## src/rtl/approx_adder_pipe.sv

```systemverilog
`default_nettype none
// ============================================================================
//  Module      : approx_adder_pipe
//  Description : Pipelined lower-part-OR approximate adder with a runtime
//                approximation level, per-result exact error output and
//                on-block error/operation statistics. The carry chain is cut
//                into NUM_STAGES registered segments behind a single global
//                stall (valid/ready) handshake.
//  Revision    : 1.0 - initial release
// ============================================================================
module approx_adder_pipe #(
    parameter int WIDTH         = 32,
    parameter int NUM_STAGES    = 2,
    parameter int MAX_APPROX_LV = 16,
    parameter int LV_W          = $clog2(MAX_APPROX_LV + 1)
) (
    input  logic             clk,
    input  logic             reset_n,
    input  logic             i_valid,
    output logic             i_ready,
    input  logic [WIDTH-1:0] a,
    input  logic [WIDTH-1:0] b,
    input  logic [LV_W-1:0]  approx_lv,
    output logic             o_valid,
    input  logic             o_ready,
    output logic [WIDTH-1:0] sum,
    output logic             c,
    output logic [WIDTH-1:0] err,
    input  logic             stat_clear,
    output logic [31:0]      stat_ops,
    output logic [63:0]      stat_err
);

    localparam int SEG = WIDTH / NUM_STAGES;

    // Index s of these arrays is the input of stage s; index NUM_STAGES of
    // the result-carrying arrays is the output of the last stage.
    logic [NUM_STAGES:0] w_v;
    logic [NUM_STAGES:0] w_cy;
    logic [WIDTH-1:0]    w_sum [NUM_STAGES+1];
    logic [WIDTH-1:0]    w_err [NUM_STAGES+1];
    logic [WIDTH-1:0]    w_a   [NUM_STAGES];
    logic [WIDTH-1:0]    w_b   [NUM_STAGES];
    logic [LV_W-1:0]     w_k   [NUM_STAGES];

    logic                w_adv;
    logic [LV_W-1:0]     w_k_sat;
    logic [64:0]         w_err_acc;

    logic [31:0]         stat_ops_q;
    logic [63:0]         stat_err_q;

    // Whole pipe moves together whenever the output slot is free or draining.
    assign w_adv   = !w_v[NUM_STAGES] || o_ready;
    assign i_ready = w_adv;

    // Levels above the honoured maximum are clamped silently.
    assign w_k_sat = (approx_lv > LV_W'(MAX_APPROX_LV)) ? LV_W'(MAX_APPROX_LV) : approx_lv;

    assign w_v[0]   = i_valid;
    assign w_cy[0]  = 1'b0;
    assign w_sum[0] = '0;
    assign w_err[0] = '0;
    assign w_a[0]   = a;
    assign w_b[0]   = b;
    assign w_k[0]   = w_k_sat;

    for (genvar s = 0; s < NUM_STAGES; s++) begin : g_stage
        localparam int LO = s * SEG;
        localparam int HI = LO + SEG;

        logic             v_q;
        logic             cy_q;
        logic             cy_d;
        logic [WIDTH-1:0] sum_q;
        logic [WIDTH-1:0] sum_d;
        logic [WIDTH-1:0] err_q;
        logic [WIDTH-1:0] err_d;

        // Segment bits below k are OR-ed (carry killed, error = a&b); the
        // rest ripple exactly, starting from a zero carry at bit k.
        always_comb begin
            sum_d = w_sum[s];
            err_d = w_err[s];
            cy_d  = w_cy[s];
            for (int i = 0; i < WIDTH; i++) begin
                if (i >= LO && i < HI) begin
                    if (i < int'(w_k[s])) begin
                        sum_d[i] = w_a[s][i] | w_b[s][i];
                        err_d[i] = w_a[s][i] & w_b[s][i];
                        cy_d     = 1'b0;
                    end else begin
                        sum_d[i] = w_a[s][i] ^ w_b[s][i] ^ cy_d;
                        cy_d     = (w_a[s][i] & w_b[s][i]) | (cy_d & (w_a[s][i] ^ w_b[s][i]));
                    end
                end
            end
        end

        // Stage result register; bubbles move along with real operations.
        always_ff @(posedge clk or negedge reset_n) begin
            if (!reset_n) begin
                v_q   <= 1'b0;
                cy_q  <= 1'b0;
                sum_q <= '0;
                err_q <= '0;
            end else if (w_adv) begin
                v_q   <= w_v[s];
                cy_q  <= cy_d;
                sum_q <= sum_d;
                err_q <= err_d;
            end
        end

        assign w_v[s+1]   = v_q;
        assign w_cy[s+1]  = cy_q;
        assign w_sum[s+1] = sum_q;
        assign w_err[s+1] = err_q;

        if (s < NUM_STAGES - 1) begin : g_fwd
            logic [WIDTH-1:0] a_q;
            logic [WIDTH-1:0] b_q;
            logic [LV_W-1:0]  k_q;

            // Operands and level travel with the partial result to the next segment.
            always_ff @(posedge clk or negedge reset_n) begin
                if (!reset_n) begin
                    a_q <= '0;
                    b_q <= '0;
                    k_q <= '0;
                end else if (w_adv) begin
                    a_q <= w_a[s];
                    b_q <= w_b[s];
                    k_q <= w_k[s];
                end
            end

            assign w_a[s+1] = a_q;
            assign w_b[s+1] = b_q;
            assign w_k[s+1] = k_q;
        end
    end

    assign o_valid = w_v[NUM_STAGES];
    assign sum     = w_sum[NUM_STAGES];
    assign c       = w_cy[NUM_STAGES];
    assign err     = w_err[NUM_STAGES];

    // One spare bit catches overflow of the error accumulator.
    assign w_err_acc = {1'b0, stat_err_q} + 65'(w_err[NUM_STAGES]);

    // Statistics count output transfers; clear wins over a same-cycle transfer.
    always_ff @(posedge clk or negedge reset_n) begin
        if (!reset_n) begin
            stat_ops_q <= '0;
            stat_err_q <= '0;
        end else if (stat_clear) begin
            stat_ops_q <= '0;
            stat_err_q <= '0;
        end else if (w_v[NUM_STAGES] && o_ready) begin
            stat_ops_q <= stat_ops_q + 32'd1;
            stat_err_q <= w_err_acc[64] ? {64{1'b1}} : w_err_acc[63:0];
        end
    end

    assign stat_ops = stat_ops_q;
    assign stat_err = stat_err_q;

endmodule
`default_nettype wire

```

## config.mk

```make
export PLATFORM = sky130hd
export DESIGN_NAME = approx_adder_pipe
export DESIGN_NICKNAME = d
export VERILOG_FILES = /design/src/rtl/approx_adder_pipe.sv
export SDC_FILE = /design/constraint.sdc
export NUM_CORES = 1
export LEC_CHECK = 0
export CAP_MARGIN = 20
export CORE_ASPECT_RATIO = 1.25
export CORE_MARGIN = 2
export CORE_UTILIZATION = 45
export CTS_BUF_LIST = sky130_fd_sc_hd__clkbuf_2 sky130_fd_sc_hd__clkbuf_4 sky130_fd_sc_hd__clkbuf_8
export DETAILED_ROUTE_END_ITERATION = 7
export PLACE_DENSITY = 0.78
export SYNTH_ARGS = -nofsm -noshare
export SYNTH_HDL_FRONTEND = slang
export SYNTH_SLANG_ARGS = --single-unit
```

## constraint.sdc

```tcl
create_clock -name clk -period 17.1 [get_ports clk]
set_input_delay 2.565 -clock clk [delete_from_list [all_inputs] [get_ports clk]]
set_output_delay 2.565 -clock clk [all_outputs]
set_load 0.02 [all_outputs]
```

==> flow_metrics.py <==
metrics = {
    "cts": {
        "path_clk_slew_ns": 0.06,
        "clk_path_buf_depth": 3,
        "clk_latency_ns": 0.55,
        "clock-sinks": 232,
        "ctsHtreeMaxLevel": 2,
        "cts_tree": "done",
        "cts_setup_buffers": 0,
        "clockRootBuffer": "clkbuf_8",
        "cts-hold-fix-buffers": 0,
        "cts_buffers": 39,
        "cts_resized": 0,
    },
    "pwr": {
        "peakVddDrop_mv": 0.0815,
        "clockPowerShare_pct": 32.5,
        "p_comb_share_pct": 25.8,
        "seq_power_share_pct": 41.7,
        "powerDensity_nw_per_um2": 92.1,
        "power_switching_mw": 0.496,
        "leakagePower_nw": 7.60,
        "intPower_mw": 1.08,
        "switching_share_pct": 31.5,
    },
    "timing": {
        "rsz0062_at_grt": "no",
        "slew_viol_final": 0,
        "slew_headroom_pct": 27.5,
        "setup_viol": 0,
        "period_share_pct": 74.3,
        "hold_slack_ns": 0.443,
        "timing.setup.tns_ns": 0,
        "tightest_slew_ns": 1.09,
        "fin_crit_ns": 12.70,
        "skew_ns": 0.0269,
        "finalHoldViolCount": 0,
        "clock.fmax_ghz": 0.0787,
    },
    "setup_path": {
        "start_kind": "input pin",
        "r2r_start": "g_stage[0].g_fwd.k_q[1]",
        "cp_max_fo": 20,
        "arrival_ns": 13.07,
        "cp.required_ns": 17.47,
        "r2r_slack_ns": 6.88,
        "crit_buf_inv": 1,
        "path_depth": 35,
        "crit_family": "adder cells",
        "cp_slowest_cell": "clkdlybuf4s50_1",
        "rr_worst_depth": 33,
        "max_stage_delay_ns": 0.77,
        "crit_path_frequent_cell": "fa_1",
        "cp-end-kind": "flip-flop",
        "cp-startpoint": "approx_lv[4]",
        "critPathKind": "input pin to flip-flop",
    },
    "synth": {
        "avgSynthCellArea_um2": 9.09,
        "synthFlopType": "dfrtp_1",
        "synth_top_area_cell": "dfrtp_1",
        "synth_top_area_share_pct": 42.6,
        "synthTopCellsByArea": "dfrtp_1 (43%), ha_1 (8.6%), nand2_1 (7.4%)",
        "syn_nets": 1701,
        "ys_ff_latch": 232,
        "mappedNetlistArea_um2": 13600,
        "synth_cells": 1501,
        "synth-edff-count": 0,
        "async_flop_share_pct": 100,
        "ys_types": 69,
        "synth-seq-area-share_pct": 42.6,
        "yosysWarningCount": 0,
    },
    "layout": {
        "final_common_cell": "nand2_1",
        "multiInputGateArea_um2": 7280,
        "final_cell_mix": "nand2_1 (268), clkdlybuf4s50_1 (233), dfrtp_1 (232), nor2_1 (148)",
        "nets": 1915,
        "drive_gt1_share_pct": 7.53,
        "finalNonFillerCells": 2140,
        "utilization_pct": 57.1,
        "n_antenna_cell": 0,
        "fillers": 2626,
        "synthToLayoutAreaGrowth_pct": 25.4,
        "fin_area_um2": 17100,
        "seq_area_um2": 5810,
    },
    "global_routing": {
        "antenna_found_initial": 0,
        "grt_pass1_wl_um": 58100,
        "grt_start_max_net_pins": 105,
        "overflow": 0,
        "grt_use_total_pct": 22.5,
        "grt_pass1_vias": 11700,
    },
    "worst_hold_path": {
        "holdPathStages": 2,
        "hold_path.class": "flip-flop to flip-flop",
        "hold_start": "g_stage[0].err_q[14]",
    },
    "floorplanning": {
        "initial_core_util_pct": 45.6,
        "die_y_um": 199,
        "dieWidth_um": 160,
        "io_pins": 237,
        "dieArea_um2": 31700,
        "rows": 71,
        "core_um2": 29900,
    },
    "placement": {
        "place.gp.congestion": 0.905,
        "dpl_cell_area_um2": 16300,
        "dp_cells": 2075,
        "dp_hpwl_um": 26200,
        "portBuffers": 235,
    },
    "drt": {
        "drt_wl_total_um": 35800,
        "drc": 0,
        "viasPerCell": 5.33,
        "final_antenna_net_count": 0,
        "vias": 11400,
        "first_pass_iters": 5,
        "drt_iter0_drc": 824,
        "wl_per_cell_um": 16.7,
    },
    "run": {
        "cap_violations": 0,
    },
    "run_status": {
        "status": "completed",
    },
}
flip-flops by register name (all words and copies together) (netlist names):
signal and cells:
c 1, g_stage.err_q 16, stat_err 64, g_stage.sum_q 16, sum 32, g_stage.v_q 1
g_stage.g_fwd.b_q 16, g_stage.cy_q 1, err 31, g_stage.g_fwd.k_q 5, o_valid 1, g_stage.g_fwd.a_q 16
stat_ops 32
area by class of cell:
cell class	instances	area share (%)
clock buffer	57	4.29
clock inverter	8	0.446
inverter	80	1.78
multi-input combinational	1120	42.5
sequential	232	33.9
tap	401	2.93
timing repair buffer	242	14.1
cell families (layout without fill, tap and decap cells):
logic type                 count (synthesis)  after routing  share of synthesized area [%]
and+or+nand+nor                          612            612                           20.3
AOI/OAI and AO/OA                        287            287                           13.0
DFF                                      232            232                           42.6
buffers and inverters                    149            387                           4.17
adders and majority gates                126            126                           13.3
xor gates and xnor gates                  58             58                           3.72
muxes                                     36             36                           2.91
other                                      1              1                         0.0275
cell usage after synthesis (all sizes together) (2+ instances only):
master,count
and2,11
nor2b,11
and4,11
a211o,5
a41oi,2
dfrtp,232
a211oi,11
xnor2,22
mux2,29
buf,12
ha,94
mux2i,7
a311oi,19
nor3,31
inv,80
or2,9
nand3b,4
o22ai,11
a31oi,15
nand2,268
o2111ai,4
nor2,149
and3,17
o21ai,87
a21o,8
clkbuf,57
o41ai,2
xor2,36
nor4,2
o21a,10
o211ai,4
fa,32
or3,8
nand4,19
nand2b,27
o21bai,3
nand3,40
a21oi,96
path summary, 6_finish.rpt:
path	to
max in group asynchronous	stat_ops[10]
worst max-delay path	g_stage[0].sum_q[15]
worst max register to register	sum[31]
worst min register to register	err[14]
min in group asynchronous	err[0]
worst min-delay path	err[14]
worst register-to-register path: cells and delay by family, from the launching register on:
family          cells  cell delay [ns]
simple gates       15             2.89
fa+ha+maj          15             5.57
flops               1             0.50
compound gates      3             1.10
per-stage QoR:
| stage | total power [mW] | setup slack, ns |
|---|---|---|
| global placement | 1.06 | 4.08 |
| detailed placement | 1.07 | 3.88 |
| global route | 1.67 | 3.81 |
| finish | 1.57 | 4.40 |
| CTS | 1.59 | 4.39 |
| floorplan | 0.895 | 5.31 |
power groups by stage:
| stage | clock network [mW] | registers [mW] | logic [mW] |
|---|---|---|---|
| finish | 0.512 | 0.657 | 0.406 |
| global placement | 0 | 0.664 | 0.396 |
| CTS | 0.527 | 0.657 | 0.410 |
| detailed placement | 0 | 0.664 | 0.407 |
| floorplan | 0 | 0.704 | 0.191 |
| global route | 0.553 | 0.665 | 0.450 |
per-layer routing:
layer  routed length [um]  up-vias  global-route usage, %  part of all wire, %
li1                     -     5513                      -                    -
met1                14500     5502                   27.1                   41
met2                17900      314                   39.2                   50
met3                 2090       70                   4.84                  5.8
met4                 1300        0                   9.73                  3.6
met5                    0        -                      0                    0
No activity file was read; power rests on OpenSTA's default activity.
